[src/rtl/vga_pixel_queue.sv]
// Elastic pixel-write queue between the game-flow mux and the VGA adapter.
// Optional macro VGA_PIXEL_QUEUE_TRANSPARENT_DROP_EN discards writes whose colour is 9'h1FF.
module vga_pixel_queue #(
  parameter int unsigned DEPTH = 16,
  parameter int unsigned CNT_W = 16
) (
  input  logic             clk,
  input  logic             resetn,
  input  logic [8:0]       in_colour,
  input  logic [14:0]      in_coord,
  input  logic             in_we,
  input  logic             out_ready,
  input  logic             clear_stats,
  output logic [7:0]       out_x,
  output logic [6:0]       out_y,
  output logic [8:0]       out_colour,
  output logic             out_plot,
  output logic             full,
  output logic             empty,
  output logic             overflow,
  output logic [CNT_W-1:0] drop_count
);

  localparam int unsigned AW = (DEPTH > 1) ? $clog2(DEPTH) : 1;
  localparam logic [AW:0] OCC_FULL = (AW+1)'(DEPTH);

  localparam logic [0:0] StEmpty = 1'b0;
  localparam logic [0:0] StShow  = 1'b1;

  logic [7:0]       in_x;
  logic [6:0]       in_y;
  logic [23:0]      in_word;
  logic             on_screen;
  logic             wr_valid;

  logic [23:0]      mem [DEPTH];
  logic [0:0]       state_q, state_d;
  logic [AW-1:0]    rd_ptr_q, wr_ptr_q;
  logic [AW:0]      occ_q, occ_d, fifo_cnt;
  logic [23:0]      out_data_q, out_data_d;
  logic             full_q, empty_q, overflow_q;
  logic [CNT_W-1:0] drop_count_q;

  logic pop, push, drop, load, fifo_has, bypass, mem_wr, mem_rd;

  assign in_x      = in_coord[14:7];
  assign in_y      = in_coord[6:0];
  assign in_word   = {in_x, in_y, in_colour};
  assign on_screen = (in_x < 8'd160) && (in_y < 7'd120);

`ifdef VGA_PIXEL_QUEUE_TRANSPARENT_DROP_EN
  assign wr_valid = in_we && on_screen && (in_colour != 9'h1FF);
`else
  assign wr_valid = in_we && on_screen;
`endif

  // Occupancy includes the presented pixel, so the stored entries exclude it.
  assign fifo_cnt = occ_q - {{AW{1'b0}}, state_q};
  assign fifo_has = (fifo_cnt != '0);
  assign pop      = (state_q == StShow) && out_ready;
  assign push     = wr_valid && ((occ_q != OCC_FULL) || pop);
  assign drop     = wr_valid && !push;
  assign load     = (state_q == StEmpty) || pop;
  assign bypass   = load && !fifo_has && push;
  assign mem_wr   = push && !bypass;
  assign mem_rd   = load && fifo_has;

  always_comb begin
    state_d    = state_q;
    out_data_d = out_data_q;
    if (load) begin
      if (fifo_has) begin
        state_d    = StShow;
        out_data_d = mem[rd_ptr_q];
      end else if (push) begin
        state_d    = StShow;
        out_data_d = in_word;
      end else begin
        state_d    = StEmpty;
      end
    end
  end

  always_comb begin
    occ_d = occ_q;
    case ({push, pop})
      2'b10:   occ_d = occ_q + (AW+1)'(1);
      2'b01:   occ_d = occ_q - (AW+1)'(1);
      default: occ_d = occ_q;
    endcase
  end

  // Storage is left unreset; only pointers and occupancy define its contents.
  always_ff @(posedge clk) begin
    if (mem_wr) mem[wr_ptr_q] <= in_word;
  end

  always_ff @(posedge clk or negedge resetn) begin
    if (!resetn) begin
      state_q    <= StEmpty;
      rd_ptr_q   <= '0;
      wr_ptr_q   <= '0;
      occ_q      <= '0;
      out_data_q <= '0;
      full_q     <= 1'b0;
      empty_q    <= 1'b1;
    end else begin
      state_q    <= state_d;
      out_data_q <= out_data_d;
      occ_q      <= occ_d;
      full_q     <= (occ_d == OCC_FULL);
      empty_q    <= (occ_d == '0);
      if (mem_wr) wr_ptr_q <= wr_ptr_q + AW'(1);
      if (mem_rd) rd_ptr_q <= rd_ptr_q + AW'(1);
    end
  end

  // Clear takes priority over a drop in the same cycle.
  always_ff @(posedge clk or negedge resetn) begin
    if (!resetn) begin
      overflow_q   <= 1'b0;
      drop_count_q <= '0;
    end else if (clear_stats) begin
      overflow_q   <= 1'b0;
      drop_count_q <= '0;
    end else if (drop) begin
      overflow_q <= 1'b1;
      if (drop_count_q != '1) drop_count_q <= drop_count_q + CNT_W'(1);
    end
  end

  assign out_x      = out_data_q[23:16];
  assign out_y      = out_data_q[15:9];
  assign out_colour = out_data_q[8:0];
  assign out_plot   = (state_q == StShow);
  assign full       = full_q;
  assign empty      = empty_q;
  assign overflow   = overflow_q;
  assign drop_count = drop_count_q;

endmodule

[config.mk]
export PLATFORM = sky130hd
export DESIGN_NAME = vga_pixel_queue
export DESIGN_NICKNAME = d
export VERILOG_FILES = /design/src/rtl/vga_pixel_queue.sv
export SDC_FILE = /design/constraint.sdc
export NUM_CORES = 1
export LEC_CHECK = 0
export CAP_MARGIN = 10
export CELL_PAD_IN_SITES_DETAIL_PLACEMENT = 0
export CELL_PAD_IN_SITES_GLOBAL_PLACEMENT = 1
export CORE_ASPECT_RATIO = 2
export CORE_UTILIZATION = 35
export DETAILED_ROUTE_END_ITERATION = 6
export PLACE_DENSITY_LB_ADDON = 0.1
export SLEW_MARGIN = 30
export SYNTH_ARGS = -nofsm -noshare
export SYNTH_HDL_FRONTEND = slang
export SYNTH_SLANG_ARGS = --single-unit
[constraint.sdc]
create_clock -name clk -period 3.57 [get_ports clk]
set_input_delay 0.714 -clock clk [delete_from_list [all_inputs] [get_ports clk]]
set_output_delay 0.714 -clock clk [all_outputs]
set_load 0.005 [all_outputs]
---- After elaboration in Yosys (flattened, before gate mapping) ----
Memory sizes are Yosys's and may differ from the RTL's.
Index checks and enable logic that the tools add are counted.
storage, ports and cells
  flip-flop bits (word level) ............. 57
  RAM bits ................................ 384
  input bits .............................. 29
  output and inout port bits .............. 44
  memories ................................ 1
operators by class
  $add $sub $neg .......................... 6
  $lt $le $gt $ge ......................... 2
  eq/ne operators ......................... 5
  muxes and demuxes ....................... 12
  bitwise operators ....................... 1
  reductions and logical operators ........ 21
memories
  name  words  bits a word  read ports  clocked after memory_dff  write ports  line  RTL
  mem   16     24           1           0                         1            36    logic [23:0] mem [DEPTH];
operators with widths
  operator                 number
  $mux W16                 3
  $mux W24                 2
  $add A16 B1 Y16 const B  1
  $ne A16 B16 Y1 const B   1
  $pmux W5 S2              1
  $logic_and A1 B1 Y1      9
  $add A4 B1 Y4 const B    2
  $lt A8 B8 Y1 const B     1
  $lt A7 B7 Y1 const B     1
  $mux W1                  6
  $reduce_bool A2 Y1       3
  $add A5 B1 Y5 const B    1
  $eq A5 B5 Y1 const B     1
  $logic_not A5 Y1         1
  $ne A5 B5 Y1 const B     1
  $reduce_bool A5 Y1       1
  $sub A5 B1 Y5            1
  $sub A5 B1 Y5 const B    1
  $reduce_and A2 Y1        2
  $logic_not A1 Y1         3
  $eq A2 B1 Y1 const B     1
  $eq A2 B2 Y1 const B     1
  $logic_or A1 B1 Y1       2
  $not A1 Y1               1

---- Longest topological paths before layout ----
Gate-level depths: netlist of the first run.
  word-level depth ........................ 9
  gate-level depth with buffers ........... 10

---- Least setup slack after synthesis of the first run ----
Ideal clock, no wire load.
  kind .................................... input -> register
  start point ............................. input port in_coord[13]
  end point ............................... memory mem[3][0] (enable)
  library setup time ...................... 0.435 ns
  arrival ................................. 3.534 ns
  data required time ...................... 3.135 ns
  slack ................................... -0.399 ns
  cell stages on the path ................. 7
  cell sequence ........................... o21ai_1 and3_1 clkbuf_1 o211a_1 clkbuf_1 nand2_1 nor3_1
between the ends
  cells in the longest elaborated chain, start to end .. 9
ends and longest elaborated chain
  item                               line  RTL
  start, declared                    10    input logic [14:0] in_coord,
  $lt A8 B8 Y1 (*)                   49    assign on_screen = (in_x < 8'd160) && (in_y < 7'd120);
  $logic_and A1 B1 Y1 (*)            49
  $logic_and A1 B1 Y1 (*)            54    assign wr_valid = in_we && on_screen;
  $logic_and A1 B1 Y1 (*)            61    assign push = wr_valid && ((occ_q != OCC_FULL) || pop);
  $logic_and A1 B1 Y1                64    assign bypass = load && !fifo_has && push;
  $logic_not A1 Y1                   65    assign mem_wr = push && !bypass;
  $logic_and A1 B1 Y1 (*)            65
  $mux W1 (*)                        95    if (mem_wr) mem[wr_ptr_q] <= in_word;
  $mux W1 (not written as such) (*)  95
  end, declared                      36
Mark *: on every way between the ends. The rest lies on a longest branch, timed or not.

---- Final worst setup path of the first run ----
  start point ............................. input port in_coord[3]
  end point ............................... register empty_q (netlist: empty)
between the ends
  cells in the longest elaborated chain, start to end .. 7
ends and longest elaborated chain
  item                                          line  RTL
  $lt A7 B7 Y1 (*)                              49
  $logic_and A1 B1 Y1 (*)                       49
  $logic_and A1 B1 Y1 (*)                       54
  $logic_and A1 B1 Y1 (*)                       61
  $eq A2 B1 Y1 or $eq A2 B2 Y1 (tied branches)  86    case ({push, pop})
  $pmux W5 S2 (*)                               86
  $logic_not A5 Y1 (*)                          112   empty_q <= (occ_d == '0);
  end signal, assigned                          112
  end, declared                                 41    logic full_q, empty_q, overflow_q;
Marked as above.
A chain may end at the register's enable or synchronous reset.

==> results of run 1 <==
per-layer routing:
metal,routed length (um),vias up
met5,0,-
met4,885,0
met3,1280,50
met2,26000,173
met1,17100,4827
li1,-,3970
state kept, by name, summed over array words and instances (netlist names):
register	count
occ_q	5
drop_count	16
out_data_q	24
rd_ptr_q	4
full	1
mem	384
out_plot	1
overflow	1
empty	1
wr_ptr_q	4
synth_stat cells (all sizes together) (2+ instances only):
cell type / instances
o22ai: 36
or3: 5
nor2b: 11
mux2i: 7
mux2: 38
nand2: 19
and2: 2
nor2: 48
buf: 21
a221o: 7
nor3: 14
nand3: 13
nor4b: 2
mux4: 96
nand4: 8
o31ai: 3
a21oi: 14
ha: 10
edfxtp: 384
xor2: 3
a31oi: 5
or4: 6
nand2b: 6
nor4: 9
inv: 6
clkbuf: 25
o21ai: 9
xnor2: 12
a211oi: 9
and4: 2
dfrtp: 56
cell type report:
cell class,instances,share of cell area (%)
Sequential cell,441,61.3
Multi-Input combinational cell,404,21.0
Timing Repair Buffer,148,7.43
Clock buffer,60,5.49
Tap cell,643,3.81
Clock inverter,16,0.805
Inverter,6,0.107
worst register-to-register path: stages (launching register included):
cell	delay [ns]
dfrtp_1	0.54
inv_1	0.15
ha_1	0.21
xnor2_1	0.15
nand4_1	0.14
o211a_1	0.37
nand2_1	0.31
nor2_4	0.35
buf_12	0.19
power by group through the flow:
| stage | registers, uW | clock network (uW) | logic, uW |
|---|---|---|---|
| 2_1_floorplan | 6380 | 0 | 2930 |
| 3_3_place_gp | 6750 | 0 | 4360 |
| 3_5_place_dp | 6760 | 0 | 4360 |
| 4_1_cts | 6650 | 4530 | 4380 |
| 5_1_grt | 6700 | 4690 | 4630 |
| 6_report | 6630 | 4400 | 4270 |
metrics by stage:
stage / worst slack, ns / area [um2] / std cells
after detailed placement: 0.0621 / 19800 / 1642
after global placement: 0.0603 / 19800 / 1641
after global routing: 0.447 / 21100 / 1718
final: 0.635 / 21100 / 1718
after floorplan: 0.241 / 17500 / 898
after CTS: 0.640 / 21100 / 1718
path summary, 6_finish.rpt:
check / slack, ns / cells past startpoint / end / start
worst max register to register: 0.86 / 8 / mem[12][0] / occ_q[0]
worst max-delay path: 0.64 / 12 / empty / in_coord[3]
worst min-delay path: 0.09 / 1 / drop_count[8] / resetn
worst min register to register: 0.50 / 2 / overflow / overflow
max in group asynchronous: 2.84 / 2 / empty / resetn
min in group clk: 0.50 / 2 / overflow / overflow
cell families after synthesis:
group,after synthesis
buffers and inverters,53
multiplexers,141
flip-flops,441
AND/OR/NAND/NOR,147
adder cells (fa/ha/maj),11
AO/OA/AOI/OAI,90
XOR/XNOR,15
placed cells by master (no fill, tap or decap), types with 3 or more instances in the layout:
cell,count
nor2b_1,11
o22ai_1,36
a221o_1,7
clkinv_2,5
clkinvlp_4,4
nor3_4,4
buf_4,55
nor4_1,7
nand3_1,11
edfxtp_1,384
nor2_1,36
bufinv_16,3
o31ai_1,3
mux2_2,36
xor2_1,3
clkdlybuf4s50_1,71
nand4_1,8
clkbuf_1,15
xnor2_1,12
a31oi_1,5
or4_1,5
clkbuf_16,43
nand2b_1,6
o21ai_0,7
a211oi_1,9
mux4_2,96
buf_12,21
a21oi_1,13
inv_1,6
nand2_1,19
mux2i_1,7
dfrtp_1,53
or3_1,5
ha_1,10
nor2_4,12
nor3_1,10
==> impl_metrics.toml, run 1 <==
[drt]
drt_wl_total_um = 45300
drtIter0Drc = 725
firstDrtPassIters = 5
vias = 9020
postRouteAntennaNets = 0
drc = 0
wl_per_cell_um = 26.3
via_per_inst = 5.25

[sta]
hold_slack_ns = 0.0870
slew_headroom_pct = 46.3
rsz0062_at_grt = "false"
final_max_slew_viol_count = 0
finalSetupTns_ns = 0
hold_viol = 0
finClkSkew_ns = 0.0184
finalCritPeriodShare_pct = 82.2
setup_viol = 0
period_minus_slack_ns = 2.93
fmax_mhz = 341
worst_slew_pin_slew_ns = 0.803

[placed_design]
place_hpwl_um = 29300
place_congestion = 0.780
portBuffers = 72

[synthesis]
synth_area_per_cell_um2 = 19.5
synth-main-ff-cell = "edfxtp_1"
yosysTopAreaCellShare_pct = 65.9
yosysWarnings = 0
synth_top_area_cell = "edfxtp_1"
synth_xor_area_share_pct = 0.750
syn_inst = 898
synthMuxAreaShare_pct = 15.2
synth_fp_nets = 938
synth_seq_cells = 441
syn_area_um2 = 17500
yosysUniqueCellTypes = 53
synth-compound-area-share_pct = 3.39
synth_top_family_by_area = "multiplexers"
synthSimpleGateAreaFrac_pct = 4.42
synth_fa_ha_area_share_pct = 0.829
ys_seq_area_share_pct = 74.0
synthTopCellsByArea = "edfxtp_1 66%, mux4_2 12%, dfrtp_1 8.0%"
synthArstFlopShare_pct = 12.9
synth_edf_count = 384

[worst_setup_path]
arrival_ns = 3.39
slowest_delay_ns = 0.52
cp_data_required_time_ns = 4.03
path_cells = "clkdlybuf4s50_1 > buf_12 > nand4_1 > buf_4 > a31o_2 > inv_1 > ha_1 > a21o_2 > a21oi_1 > xnor2_1 > or4_1 > o21ai_0"
crit_slowest_cell = "clkdlybuf4s50_1"
cp_top_family = "buffers and inverters"
cp-start-kind = "input pin"
critPathKind = "in -> reg"
path_buf_inv = 4
critPathMaxFanout = 9
cp-end-kind = "flip-flop"

[global_routing]
grt_pass1_vias = 10024
grtUsageMet1_pct = 20.5
grt_use_met3_pct = 1.95
grtUsageTotal_pct = 18.3
grt_max_degree = 37
top_usage_layer = "met2"
antenna_found_initial = 0
use_met2_pct = 35.9
grt_overflow_total = 0
grt_pass1_wl_um = 67300

[die]
core.rowCount = 115
core-area_um2 = 49200
die_w_um = 160
ioPinCount = 73
start_util_pct = 35.6
die_h_um = 318
die_area_um2 = 51000

[finish]
nets = 1082
multiInputGateArea_um2 = 4440
antennaDiodeCount = 0
fillers = 4435
ff_latch_area_um2 = 13000
drive_above_1_share_pct = 27.6
utilization_pct = 43.0
area_growth_pct = 20.7

[cts]
cts_buffers = 41
clock_latency_ns = 0.55
cts_buffer_depth = 3
cts-htree-levels = 2
clockRootBuffer = "clkbuf_16"
post_cts_resized = 0
clk_pin_slew_ns = 0.07
holdBufCountCts = 0
post_cts_buffers = 0
cts.sinks = 441
cts_tree = "done"

[pwr]
internal_power_uw = 10800
peakVddDrop_v = 0.000363
pwr-share-clk_pct = 28.8
finalPower_uw = 15300
power.switching_uw = 4450
pwr-share-seq_pct = 43.3
leakage_uw = 0.00683
p_comb_share_pct = 27.9
swShare_pct = 29.1
cellPowerDensity_nw_per_um2 = 723

[outcome]
status = "finished clean"

[flow_run]
drv_cap = 0

[worst_hold_path]
hold_class = "in -> async"
No activity file was read; power rests on OpenSTA's default activity.
==> run 2, diff against run 1 <==
==> constraint.sdc (replaced) <==
create_clock -name clk -period 2.6 [get_ports clk]
set_input_delay 0.52 -clock clk [delete_from_list [all_inputs] [get_ports clk]]
set_output_delay 0.52 -clock clk [all_outputs]
set_load 0.005 [all_outputs]
==> run 2 against run 1 <==
Against the previous run:
- utilization up 1.5 points
- non-clock buffer count is 49 higher
- register-to-register slack worse by 0.71 ns
- critical path type unchanged
==> impl_metrics.toml, run 2 (synthesis results as in run 1) <==
[outcome]
status = "finished clean"

[worst_setup_path]
r2r_cells = 6
crit_start = "in_coord[3]"
r2r_end = "drop_count[7]"
cp-end-kind = "flip-flop"
cp_data_required_time_ns = 3.08
arrival_ns = 2.98
cp-endpoint = "empty"
timing.rr.start = "occ_q[0]"
cp-start-kind = "input pin"
critPathKind = "in -> reg"
rrSetupSlack_ns = 0.15
critPathMaxFanout = 3

[finish]
layout_common_cells = "384 x edfxtp_1, 96 x mux4_2, 93 x buf_4, 70 x clkdlybuf4s50_1, 52 x dfrtp_1"
layout_commonest_cell = "edfxtp_1"
largest_reg_flops = 384
fillers = 4336
nets = 1132
antennaDiodeCount = 0
drive_above_1_share_pct = 33.0
largest_register = "mem"
multiInputGateArea_um2 = 4540
ff_latch_area_um2 = 13000
area_growth_pct = 25.0
stdcell_area_um2 = 21900

[global_routing]
antenna_found_initial = 1
grt_pass1_wl_um = 66100
grt_overflow_total = 0
grt_max_degree = 31
grt_pass1_vias = 10112
grtUsageTotal_pct = 17.8

[die]
ioPinCount = 73
start_util_pct = 35.6
die_h_um = 318
core.rowCount = 115
die_w_um = 160
core-area_um2 = 49200
die_area_um2 = 51000

[drt]
drc = 0
postRouteAntennaNets = 0
via_per_inst = 5.17
wl_per_cell_um = 24.9
drt_wl_total_um = 44100
drtIter0Drc = 494
firstDrtPassIters = 4
vias = 9141

[placed_design]
place_congestion = 0.777
place_hpwl_um = 29500
placed_area_um2 = 20300
portBuffers = 72
preCtsSetupSlack_ns = -0.601

[sta]
worst_slew_pin_slew_ns = 0.713
fmax_mhz = 399
final_max_slew_viol_count = 0
finClkSkew_ns = 0.0169
slew_headroom_pct = 52.5
finalCritPeriodShare_pct = 96.3
setup_ws_ns = 0.0960
setup_viol = 0
period_minus_slack_ns = 2.50
hold_viol = 0

[cts]
cts_tree = "done"
cts_buffers = 42
clockRootBuffer = "clkbuf_16"
clock_latency_ns = 0.55
cts-htree-levels = 2
cts.sinks = 441
clk_pin_slew_ns = 0.07
cts_buffer_depth = 3

[pwr]
leakage_uw = 0.00720
cellPowerDensity_nw_per_um2 = 1000
peakVddDrop_v = 0.000489

[flow_run]
drv_cap = 0

[worst_hold_path]
hold_class = "in -> async"
## run 2: cell types whose count changed in the layout (fill, tap and decap cells not counted), sizes merged
cell	before	now
clkdlybuf4s50	71	70
clkbuf	60	54
clkinv	8	13
dlygate4sd2	0	1
bufinv	3	7
buf	77	125
dlygate4sd3	0	1
clkinvlp	4	3
## run 2: repair_timing
| action | in CTS | in global routing |
|---|---|---|
| gates resized for setup | 2 | 20 |
| hold buffers | 1 | 0 |
| endpoints found under the hold margin | 26 | 0 |
| setup buffers | 0 | 1 |
| endpoints found under the setup margin | 1 | 75 |
| gates cloned | 0 | 0 |
| pin swaps | 0 | 4 |
## run 2: worst min path at each step
stage,end,cells after the start,from
2_1_floorplan,drop_count[0],0,resetn
3_3_place_gp,overflow,2,overflow
3_5_place_dp,out_data_q[19],1,out_data_q[19]
4_1_cts,drop_count[4],2,resetn
5_1_grt,rd_ptr_q[3],2,resetn
6_report,drop_count[4],2,resetn
## run 2: metal layers
metal | routed length, um | global-route usage (%) | part of all wire, %
met5 | 11 | 0 | 0.025
met3 | 1280 | 1.90 | 2.9
met4 | 907 | 5.06 | 2.1
met1 | 16500 | 19.7 | 37
met2 | 25400 | 35.0 | 58
## run 2: per-stage QoR
step / total power, uW / cells / util (%) / setup TNS (ns) / hold slack (ns)
6_report: 22000 / 1769 / 44.5 / 0 / 0.498
5_1_grt: 23000 / 1769 / 44.5 / -0.00127 / 0.519
4_1_cts: 22200 / 1768 / 44.3 / 0 / 0.495
3_5_place_dp: 15500 / 1689 / 41.2 / -143.27 / 0.502
3_3_place_gp: 15600 / 1689 / 41.2 / -126.95 / 0.490
2_1_floorplan: 12800 / 898 / - / -4.96 / 0.224
## run 2: critical path, stage by stage
cell and delay [ns]:
clkdlybuf4s50_1 0.47, buf_6 0.12, nand4_1 0.09, buf_4 0.17, a31o_4 0.24, inv_2 0.06, ha_1 0.23, a21o_2 0.22
a21oi_2 0.15, xnor2_2 0.08, or4_4 0.50, o21ai_2 0.12
## run 2: power breakdown
group / switching [uW] / internal, uW / leakage, uW / total [uW]
clock: 2660 / 3950 / 0.000729 / 6610
combinational: 2860 / 3400 / 0.00231 / 6260
sequential: 693 / 8380 / 0.00415 / 9080
total: 6210 / 15700 / 0.00720 / 22000
## run 2: area by class of cell
type | count | share of cell area [%]
clock buffers | 54 | 5.44
clock inverters | 24 | 1.44
inverters | 6 | 0.103
multi-input cells | 404 | 20.7
flip-flops and latches | 441 | 59.3
well taps | 643 | 3.68
repair buffers | 197 | 9.33
==> run 3, diff against run 2 <==
--- a/config.mk
+++ b/config.mk
@@ -16,3 +16,4 @@
 export SYNTH_ARGS = -nofsm -noshare
 export SYNTH_HDL_FRONTEND = slang
 export SYNTH_SLANG_ARGS = --single-unit
+export TNS_END_PERCENT = 100
==> results of run 3 <==
The final DEF is identical to that of run 2; final timing and power are the same.
